<file path="config.mk">
export PLATFORM = sky130hd
export DESIGN_NAME = led_ram_arbiter
export DESIGN_NICKNAME = d
export VERILOG_FILES = /design/src/rtl/led_ram_arbiter_pkg.sv /design/src/rtl/led_ram_arbiter_fill.sv /design/src/rtl/led_ram_arbiter.sv
export SDC_FILE = /design/constraint.sdc
export NUM_CORES = 1
export LEC_CHECK = 0
export BUFFER_PORTS_ARGS = -buffer_cell sky130_fd_sc_hd__buf_2
export CAP_MARGIN = 10
export CORE_ASPECT_RATIO = 1.1
export CORE_MARGIN = 1
export CORE_UTILIZATION = 46
export CTS_BUF_LIST = sky130_fd_sc_hd__clkbuf_4 sky130_fd_sc_hd__clkbuf_8
export DETAILED_ROUTE_END_ITERATION = 12
export PLACE_DENSITY_LB_ADDON = 0.25
export SYNTH_ARGS = -nofsm -noshare
export SYNTH_HDL_FRONTEND = slang
export SYNTH_SLANG_ARGS = --single-unit
</file>
<file path="constraint.sdc">
create_clock -name clk -period 1.8 [get_ports clk]
set_clock_uncertainty 0.2 [all_clocks]
set_input_delay 0.27 -clock clk [delete_from_list [all_inputs] [get_ports clk]]
set_output_delay 0.27 -clock clk [all_outputs]
set_load 0.05 [all_outputs]
</file>
<file path="src/rtl/led_ram_arbiter_pkg.sv">
// Shared LED-matrix parameters and the arbiter state encoding.
// Contents:
//   LED_ROWS / LED_COLS      - matrix geometry (8x8)
//   FILL_WORDS               - number of display-RAM words covered by a bulk fill
//   DEFAULT_SCAN_MAX_WAIT    - default scan starvation limit
//   arb_state_t              - IDLE / SERVE / FILL arbiter states
package led_ram_arbiter_pkg;

  localparam int LED_ROWS              = 8;
  localparam int LED_COLS              = 8;
  localparam int FILL_WORDS            = LED_ROWS * LED_COLS;
  localparam int DEFAULT_SCAN_MAX_WAIT = 3;

  typedef enum logic [1:0] {
    IDLE  = 2'd0,
    SERVE = 2'd1,
    FILL  = 2'd2
  } arb_state_t;

endpackage

</file>
<file path="src/rtl/led_ram_arbiter_fill.sv">
// ram_fill_engine: walks the display RAM from address 0 to the last word,
// writing one fill word per cycle, then pulses done once.
// Ports:
//   clk, rst_n - clock, asynchronous active-low reset
//   start      - begin a fill (ignored while busy)
//   data       - fill word, captured when start is accepted
//   addr, we   - current write address and write enable
//   wdata      - captured fill word
//   busy       - high for every write cycle of the fill
//   done       - one-cycle pulse in the cycle after the final write
module ram_fill_engine
  import led_ram_arbiter_pkg::*;
#(
  parameter int ADDR_W = 6,
  parameter int DATA_W = 4
) (
  input  logic              clk,
  input  logic              rst_n,
  input  logic              start,
  input  logic [DATA_W-1:0] data,
  output logic [ADDR_W-1:0] addr,
  output logic              we,
  output logic [DATA_W-1:0] wdata,
  output logic              busy,
  output logic              done
);

  localparam logic [ADDR_W-1:0] LAST_ADDR = ADDR_W'(FILL_WORDS - 1);

  logic [ADDR_W-1:0] count;
  logic [DATA_W-1:0] fill_word;

  // The counter stops on the last address instead of wrapping, so a late
  // look at addr after the fill never shows a bogus address 0.
  always_ff @(posedge clk or negedge rst_n) begin
    if (!rst_n) begin
      count     <= '0;
      fill_word <= '0;
      busy      <= 1'b0;
      done      <= 1'b0;
    end else begin
      done <= 1'b0;
      if (busy) begin
        if (count == LAST_ADDR) begin
          busy <= 1'b0;
          done <= 1'b1;
        end else begin
          count <= count + 1'b1;
        end
      end else if (start) begin
        busy      <= 1'b1;
        count     <= '0;
        fill_word <= data;
      end
    end
  end

  assign addr  = count;
  assign we    = busy;
  assign wdata = fill_word;

endmodule

</file>
<file path="src/rtl/led_ram_arbiter.sv">
// led_ram_arbiter: shares one single-port display RAM between the light-pen
// writer, the scan-driver reader and a bulk fill engine.
// Ports:
//   clk, rst_n                     - clock, asynchronous active-low reset
//   pen_req/pen_addr/pen_data      - pen write request (held until pen_gnt)
//   pen_gnt                        - pen write issued this cycle
//   scan_req/scan_addr             - scan read request
//   scan_gnt                       - scan read issued this cycle
//   scan_valid/scan_rdata          - read data, one cycle after scan_gnt
//   clr_start/clr_data             - start a whole-RAM fill with clr_data
//   clr_busy/clr_done              - fill running / one-cycle completion
//   ram_we/ram_addr/ram_wdata      - RAM control
//   ram_rdata                      - RAM read data (one-cycle latency)
//   last_row/last_col              - position of the most recent pen write
module led_ram_arbiter
  import led_ram_arbiter_pkg::*;
#(
  parameter int ADDR_W        = 6,
  parameter int DATA_W        = 4,
  parameter int SCAN_MAX_WAIT = DEFAULT_SCAN_MAX_WAIT
) (
  input  logic              clk,
  input  logic              rst_n,
  input  logic              pen_req,
  input  logic [ADDR_W-1:0] pen_addr,
  input  logic [DATA_W-1:0] pen_data,
  output logic              pen_gnt,
  input  logic              scan_req,
  input  logic [ADDR_W-1:0] scan_addr,
  output logic              scan_gnt,
  output logic              scan_valid,
  output logic [DATA_W-1:0] scan_rdata,
  input  logic              clr_start,
  input  logic [DATA_W-1:0] clr_data,
  output logic              clr_busy,
  output logic              clr_done,
  output logic              ram_we,
  output logic [ADDR_W-1:0] ram_addr,
  output logic [DATA_W-1:0] ram_wdata,
  input  logic [DATA_W-1:0] ram_rdata,
  output logic [2:0]        last_row,
  output logic [2:0]        last_col
);

  localparam int                WAIT_W     = (SCAN_MAX_WAIT < 1) ? 1 : $clog2(SCAN_MAX_WAIT + 1);
  localparam logic [WAIT_W-1:0] WAIT_LIMIT = WAIT_W'(SCAN_MAX_WAIT);
  localparam logic [ADDR_W-1:0] FILL_LAST  = ADDR_W'(FILL_WORDS - 1);

  arb_state_t        state;
  arb_state_t        state_next;
  logic [WAIT_W-1:0] scan_wait;
  logic [ADDR_W-1:0] hold_addr;
  logic [DATA_W-1:0] hold_wdata;
  logic              arb_enable;
  logic              scan_forced;
  logic              fill_start;
  logic              fill_we;
  logic              fill_busy;
  logic              fill_done;
  logic [ADDR_W-1:0] fill_addr;
  logic [DATA_W-1:0] fill_wdata;

  // Grants are combinational so the access reaches the RAM in the request
  // cycle. Gating with rst_n keeps every output low while reset is held,
  // even though the requests themselves are live inputs.
  always_comb begin
    arb_enable  = rst_n && (state != FILL);
    scan_forced = scan_req && (scan_wait == WAIT_LIMIT);
    pen_gnt     = arb_enable && pen_req && !scan_forced;
    scan_gnt    = arb_enable && scan_req && (scan_forced || !pen_req);
    fill_start  = arb_enable && clr_start;
  end

  // RAM port mux; with no access the address and write data keep their
  // previous values so the RAM pins do not toggle needlessly.
  always_comb begin
    ram_we    = pen_gnt || fill_we;
    ram_addr  = hold_addr;
    ram_wdata = hold_wdata;
    if (pen_gnt) begin
      ram_addr  = pen_addr;
      ram_wdata = pen_data;
    end else if (scan_gnt) begin
      ram_addr  = scan_addr;
    end else if (fill_we) begin
      ram_addr  = fill_addr;
      ram_wdata = fill_wdata;
    end
  end

  // Next-state logic: a fill request wins the next cycle outright; FILL
  // ends after the last fill write so the done cycle already arbitrates.
  always_comb begin
    state_next = state;
    case (state)
      IDLE, SERVE: begin
        if (fill_start) begin
          state_next = FILL;
        end else if (pen_gnt || scan_gnt) begin
          state_next = SERVE;
        end else begin
          state_next = IDLE;
        end
      end
      FILL: begin
        if (fill_we && (fill_addr == FILL_LAST)) begin
          state_next = IDLE;
        end
      end
      default: state_next = IDLE;
    endcase
  end

  always_ff @(posedge clk or negedge rst_n) begin
    if (!rst_n) begin
      state <= IDLE;
    end else begin
      state <= state_next;
    end
  end

  // Starvation counter for the scan port: it only counts cycles in which
  // the scan actually lost to the pen, never the fill cycles.
  always_ff @(posedge clk or negedge rst_n) begin
    if (!rst_n) begin
      scan_wait <= '0;
    end else if (scan_gnt) begin
      scan_wait <= '0;
    end else if ((state != FILL) && scan_req && (scan_wait != WAIT_LIMIT)) begin
      scan_wait <= scan_wait + 1'b1;
    end
  end

  // Hold registers, read-return flag and the pen position tracker.
  always_ff @(posedge clk or negedge rst_n) begin
    if (!rst_n) begin
      hold_addr  <= '0;
      hold_wdata <= '0;
      scan_valid <= 1'b0;
      last_row   <= '0;
      last_col   <= '0;
    end else begin
      hold_addr  <= ram_addr;
      hold_wdata <= ram_wdata;
      scan_valid <= scan_gnt;
      if (pen_gnt) begin
        last_row <= pen_addr[5:3];
        last_col <= pen_addr[2:0];
      end
    end
  end

  assign scan_rdata = scan_valid ? ram_rdata : '0;
  assign clr_busy   = fill_busy;
  assign clr_done   = fill_done;

  ram_fill_engine #(
    .ADDR_W(ADDR_W),
    .DATA_W(DATA_W)
  ) u_fill (
    .clk  (clk),
    .rst_n(rst_n),
    .start(fill_start),
    .data (clr_data),
    .addr (fill_addr),
    .we   (fill_we),
    .wdata(fill_wdata),
    .busy (fill_busy),
    .done (fill_done)
  );

endmodule

</file>
==> results.yml, run 1 <==
power:
  p_leak_uw: 0.00134
  p_sw_uw: 325
  p_total_uw: 1470
  cell_internal_pwr_uw: 1150
  p_seq_share_pct: 50.5
  p_per_area_nw_per_um2: 553
  vdd_drop_max_uv: 536
  power_frac_clock_pct: 41.9
  power_frac_comb_pct: 7.6
  switching_share_pct: 22.1
place:
  io_buffers: 54
  place.gp.congestion: 0.748
  dp_cells: 254
  dp_slack_ns: -0.428
  hpwl_mm: 3.06
finish:
  fin_util_pct: 85.8
  syn2layout_area_growth_pct: 73.6
  finalNetCount: 286
  drive_gt1_share_pct: 55.1
  stdcell_count: 290
  antenna_cells: 0
  fill_cells: 159
setup_path:
  worst_ep_required_time_ns: 1.33
  crit_path_start_kind: "flip-flop"
  crit_buf_inv: 2
  path_cells: "ha_2 -> and2b_2 -> o31ai_4 -> buf_6 -> mux2i_4 -> a21oi_4 -> buf_6"
  path_delay_family: "flip-flops"
  cp_max_fo: 4
  max_stage_delay_ns: 0.37
  reg2reg_slack_ns: -0.15
  crit_path_top_delay_cell: "dfrtp_1"
  worst_path_most_repeated_cell: "buf_6"
  cp-end-kind: "output port"
  critPathKind: "reg2out"
  critPathArrivalTime_ns: 2.03
floorplanning:
  dieHeight_um: 62.5
  io_pins: 55
  die_w_um: 57.0
  start_util_pct: 49.4
  coreArea_um2: 3100
  num_rows: 21
  fp.dieArea_um2: 3570
route:
  wl_per_cell_um: 18.0
  drt_first_pass_iters: 8
  ant_nets: 0
  vias_per_cell: 5.51
  routed_wl_mm: 5.23
  drc: 8
  vias: 1597
  drt_iter0_drc: 84
synthesis:
  synthesis.area_um2: 1530
  synth_ff_type: "dfrtp_1"
  synth_seq_area_share_pct: 53.9
  synth_top_area_share_pct: 53.9
  yosysMostFrequentCell: "dfrtp_1"
  synth-edff-count: 0
  synth_nets: 177
  synth_cell_types: 34
  async_reset_ff_share_pct: 100
  synth.avg_cell_area_um2: 10.5
  synthTopCellsByArea: "dfrtp_1, nand2_1, mux2i_1, mux2_2, a21oi_1"
  synth_warnings: 0
  synth_seq_cells: 33
  synth_common_cells: "dfrtp_1, nand2_1, mux2i_1, nor2_1, a21oi_1"
  syn_inst: 146
  yosys.area.top_type: "dfrtp_1"
global_routing:
  grt_pass1_vias: 1789
  grt_util_met2_pct: 61.3
  grt_max_degree: 16
  antenna_found_initial: 0
  gr-usage-all-layers_pct: 32.1
  gr-usage-met1_pct: 32.9
  grt_overflow: 0
  use_met3_pct: 5.80
  top_usage_layer: "met2"
  grt_first_pass_wirelength_mm: 8.42
sta:
  fmax_mhz: 400
  finalMaxSlewViolations: 0
  finalCriticalPeriod_ns: 2.50
  slew-limit-headroom_pct: 82.1
  setup_viol: 21
  rsz0062_at_grt: "true"
  fin_ws_ns: -0.698
  timing_worst_slew_pin_value_ns: 0.265
  final_hold_viol_count: 1
  finalCritPeriodShare_pct: 139
  hold_slack_ns: -0.00407
run_status:
  status: "complete, but fails checks"
  failed_checks: "DRC, hold timing, setup timing"
cts:
  cts_made_buffers: 5
  cts_tree: "yes"
  cts_root_buffer: "clkbuf_4"
  clock_sinks: 33
  clk_latency_ns: 0.34
  clk_pin_slew_ns: 0.11
  ctsLongestPathBuffers: 2
  htreeDepth: 2
run:
  maxCapViolations: 0
hold_path:
  hp-class: "in2reg"
path summary, 6_finish.rpt:
check / cells after the start / from / to
max in group asynchronous: 4 / rst_n / hold_wdata[2]$_DFF_PN0_
worst min register to register: 2 / last_col[1]$_DFFE_PN0P_ / last_col[1]$_DFFE_PN0P_
worst min-delay path: 3 / pen_addr[3] / last_row[0]$_DFFE_PN0P_
min in group asynchronous: 4 / rst_n / hold_addr[5]$_DFF_PN0_
worst max register to register: 7 / scan_wait[1]$_DFFE_PN0P_ / hold_wdata[1]$_DFF_PN0_
worst max-delay path: 7 / scan_wait[1]$_DFFE_PN0P_ / ram_wdata[1]
final cells by class:
cell class,count,area [µm²],share of cell area (%)
Multi-Input combinational cell,105,858,32.3
Sequential cell,33,827,31.1
Timing Repair Buffer,106,825,31.0
Clock buffer,7,58.8,2.21
Tap cell,34,42.5,1.60
Clock inverter,1,30.0,1.13
Inverter,4,20.0,0.752
cells in the final DEF, fill, tap and decap left out, types with 3 or more instances in the layout:
cell / instances
buf_2: 41
dfrtp_1: 32
buf_4: 32
nand2_1: 18
buf_6: 17
nand2_2: 10
dlygate4sd3_1: 10
nor2_1: 9
mux2i_1: 6
clkbuf_4: 6
mux2_2: 5
a21oi_1: 5
buf_8: 5
and2_1: 4
mux2i_4: 4
a21oi_4: 4
nand3_1: 4
o211ai_1: 4
inv_1: 3
sequential cells by signal, summed over array words and instances, names as in the netlist, 2 cells and up:
signal        flops
scan_wait         2
state             2
hold_wdata        4
last_col          3
last_row          3
u_fill.addr       6
hold_addr         6
u_fill.wdata      4
metal layers:
metal  up-vias  wire (µm)
li1        733          -
met1       774       1820
met2        74       2980
met3        16        294
met4         0        142
met5         -          0
cell families after synthesis:
| logic type | Yosys count | synth area share [%] |
|---|---|---|
| AO/OA/AOI/OAI | 24 | 11.0 |
| XOR/XNOR | 1 | 0.572 |
| adder cells (fa/ha/maj) | 2 | 1.63 |
| buffers and inverters | 8 | 2.29 |
| flip-flops | 33 | 53.9 |
| multiplexers | 15 | 10.2 |
| AND/OR/NAND/NOR | 63 | 20.4 |
power groups by stage:
stage	Clock (µW)	Sequential (µW)	Combinational [µW]
global placement	0	757	74.4
CTS	617	743	102
global route	665	744	121
floorplan	0	758	15.5
detailed placement	0	758	77.9
finish	617	743	112
tightest hold or removal path: cells and delay by family:
family	cells	cell delay, ns
buffers and inverters	1	0.09
and+or+nand+nor	2	0.14
repair_timing:
item / in CTS / in global routing
endpoints found under the setup margin: 21 / 31
hold buffers: 9 / 2
buffers inserted: 26 / 12
pin swaps: 9 / 5
endpoints found under the hold margin: 42 / 18
resized for setup: 71 / 16
through the flow:
stage | setup TNS, ns | hold slack, ns | area [µm²]
detailed placement | -4.38 | 0.0226 | 2070
global placement | -3.14 | 0.0237 | 2070
CTS | -8.48 | -0.0405 | 2710
global route | -10.40 | -0.0208 | 2660
finish | -8.14 | -0.00407 | 2660
floorplan | -8.39 | -0.226 | 1590
Note: power is estimated with default switching activity, not from simulation.
==> run 2, diff against run 1 <==
==> constraint.sdc (replaced) <==
create_clock -name clk -period 2.05 [get_ports clk]
set_clock_uncertainty 0.2 [all_clocks]
set_input_delay 0.3075 -clock clk [delete_from_list [all_inputs] [get_ports clk]]
set_output_delay 0.3075 -clock clk [all_outputs]
set_load 0.05 [all_outputs]
==> run 2 against run 1 <==
Compared with the run above: the flow still finishes with violations (DRC, hold timing, setup timing); utilization is 1.2 points lower; clock-buffer cell count shrank 2; register-to-register slack improved by 0.25 ns; cell area decreased by 1.4%; critical path type unchanged.
==> results.yml, run 2 (synthesized netlist as in run 1, its figures left out) <==
setup_path:
  cp-end-kind: "output port"
  max_stage_delay_ns: 0.38
  cp-endpoint: "ram_wdata[1]"
  critPathKind: "reg2out"
  r2r_cells: 7
  critPathArrivalTime_ns: 2.02
  crit_path_top_delay_cell: "dfrtp_1"
  worst_path_most_repeated_cell: "buf_6"
  cp_max_fo: 4
  startpoint: "scan_wait[1]$_DFFE_PN0P_"
  worst_ep_required_time_ns: 1.54
  path_cells: "ha_2 -> and2b_2 -> o31ai_4 -> buf_6 -> mux2i_4 -> a21oi_4 -> buf_6"
  reg2reg_from: "scan_wait[1]$_DFFE_PN0P_"
  reg2reg_slack_ns: 0.10
  r2r-end: "hold_wdata[2]$_DFF_PN0_"
  crit_path_start_kind: "flip-flop"
sta:
  rsz0062_at_grt: "true"
  fmax_mhz: 396
  timing_worst_slew_pin_value_ns: 0.259
  fin_ws_ns: -0.478
  finalMaxSlewViolations: 0
  finalCriticalPeriod_ns: 2.53
  hold_slack_ns: -0.0210
  final_hold_viol_count: 14
  finalCritPeriodShare_pct: 123
  slew-limit-headroom_pct: 82.7
  setup_viol: 13
global_routing:
  gr-usage-all-layers_pct: 29.9
  grt_first_pass_wirelength_mm: 7.83
  grt_overflow: 0
  antenna_found_initial: 0
  grt_max_degree: 15
  grt_pass1_vias: 1653
power:
  power_frac_comb_pct: 7.0
  vdd_drop_max_uv: 620
  switching_share_pct: 21.4
  p_per_area_nw_per_um2: 522
  p_sw_uw: 294
  cell_internal_pwr_uw: 1080
  p_leak_uw: 0.00133
  p_total_uw: 1370
  power_frac_clock_pct: 45.4
  p_seq_share_pct: 47.6
route:
  wl_per_cell_um: 17.5
  drt_iter0_drc: 63
  ant_nets: 0
  routed_wl_mm: 4.96
  vias_per_cell: 5.48
  drt_first_pass_iters: 8
  drc: 6
  vias: 1551
finish:
  stdcell_count: 283
  syn2layout_area_growth_pct: 71.2
  fin_util_pct: 84.6
  antenna_cells: 0
  mostFrequentLayoutCells: "buf_2, dfrtp_1, buf_4"
  seq_area_um2: 827
  fill_cells: 163
  drive_gt1_share_pct: 55.8
  multi_input_area_um2: 867
  finalNetCount: 279
  final_common_cell: "buf_2"
cts:
  cts_tree: "yes"
  cts_made_buffers: 5
  cts_root_buffer: "clkbuf_4"
  clock_sinks: 33
  clk_pin_slew_ns: 0.12
  ctsLongestPathBuffers: 2
  htreeDepth: 2
  clk_latency_ns: 0.35
place:
  dp_cells: 244
  hpwl_mm: 2.87
  dp_slack_ns: -0.254
  place.gp.congestion: 0.733
  io_buffers: 54
run_status:
  failed_checks: "DRC, hold timing, setup timing"
  status: "complete, but fails checks"
floorplanning:
  coreArea_um2: 3100
  fp.dieArea_um2: 3570
  num_rows: 21
  die_w_um: 57.0
  dieHeight_um: 62.5
  io_pins: 55
  start_util_pct: 49.4
hold_path:
  hp-class: "in2async"
run:
  maxCapViolations: 0
==> run 2: cell types whose count changed in the layout (fill, tap and decap cells not counted), sizes merged <==
| cell | before | now |
|---|---|---|
| buf | 95 | 91 |
| dlygate4sd3 | 10 | 7 |
| bufinv | 1 | 2 |
| clkbuf | 7 | 5 |
| clkinv | 1 | 2 |
==> run 2: repair_timing <==
action | CTS | global route
gates resized for setup | 69 | 16
setup buffers | 22 | 13
pin swaps | 8 | 7
hold buffers | 6 | 2
setup endpoints to repair | 13 | 22
endpoints found under the hold margin | 38 | 2
==> run 2: routing by layer <==
metal / GRT usage [%] / vias up / part of all wire [%]
li1: - / 715 / -
met1: 29.0 / 766 / 34
met2: 59.0 / 53 / 58
met3: 6.63 / 17 / 4.3
met4: 11.9 / 0 / 4.1
met5: 0 / - / 0
==> run 2: worst min path at each step <==
stage,startpoint,end,slack [ns],cells after the start
floorplan,rst_n,hold_addr[0]$_DFF_PN0_,-0.19,0
global placement,rst_n,hold_wdata[1]$_DFF_PN0_,0.08,2
detailed placement,rst_n,scan_wait[0]$_DFFE_PN0P_,0.09,2
CTS,pen_addr[1],last_col[1]$_DFFE_PN0P_,0.002,3
global route,rst_n,hold_addr[0]$_DFF_PN0_,-0.004,3
finish,rst_n,last_col[0]$_DFFE_PN0P_,-0.02,3
==> run 2: critical path: cells and delay by family (launching register included) <==
family / cells / cell delay (ns)
flip-flops: 1 / 0.38
buffers and inverters: 2 / 0.34
AND/OR/NAND/NOR: 1 / 0.25
AO/OA/AOI/OAI: 2 / 0.26
adder cells (fa/ha/maj): 1 / 0.18
multiplexers: 1 / 0.25
==> run 2: power groups by stage <==
stage	combinational, µW	clock [µW]	sequential (µW)
floorplan	13.6	0	665
global placement	62.3	0	665
detailed placement	64.5	0	665
CTS	81.6	613	652
global route	104	651	653
finish	95.5	623	653
==> run 2: stage by stage <==
stage	area [µm²]	setup TNS, ns
floorplan	1590	-4.11
global placement	1990	-0.805
detailed placement	1990	-1.50
CTS	2580	-5.71
global route	2620	-5.99
finish	2620	-4.93
==> run 2: layout make-up <==
cell class / instances / area share [%]
Clock buffer: 5 / 1.43
Clock inverter: 3 / 2.48
Inverter: 4 / 0.763
Multi-Input combinational cell: 105 / 33.0
Sequential cell: 33 / 31.5
Tap cell: 34 / 1.62
Timing Repair Buffer: 99 / 29.1
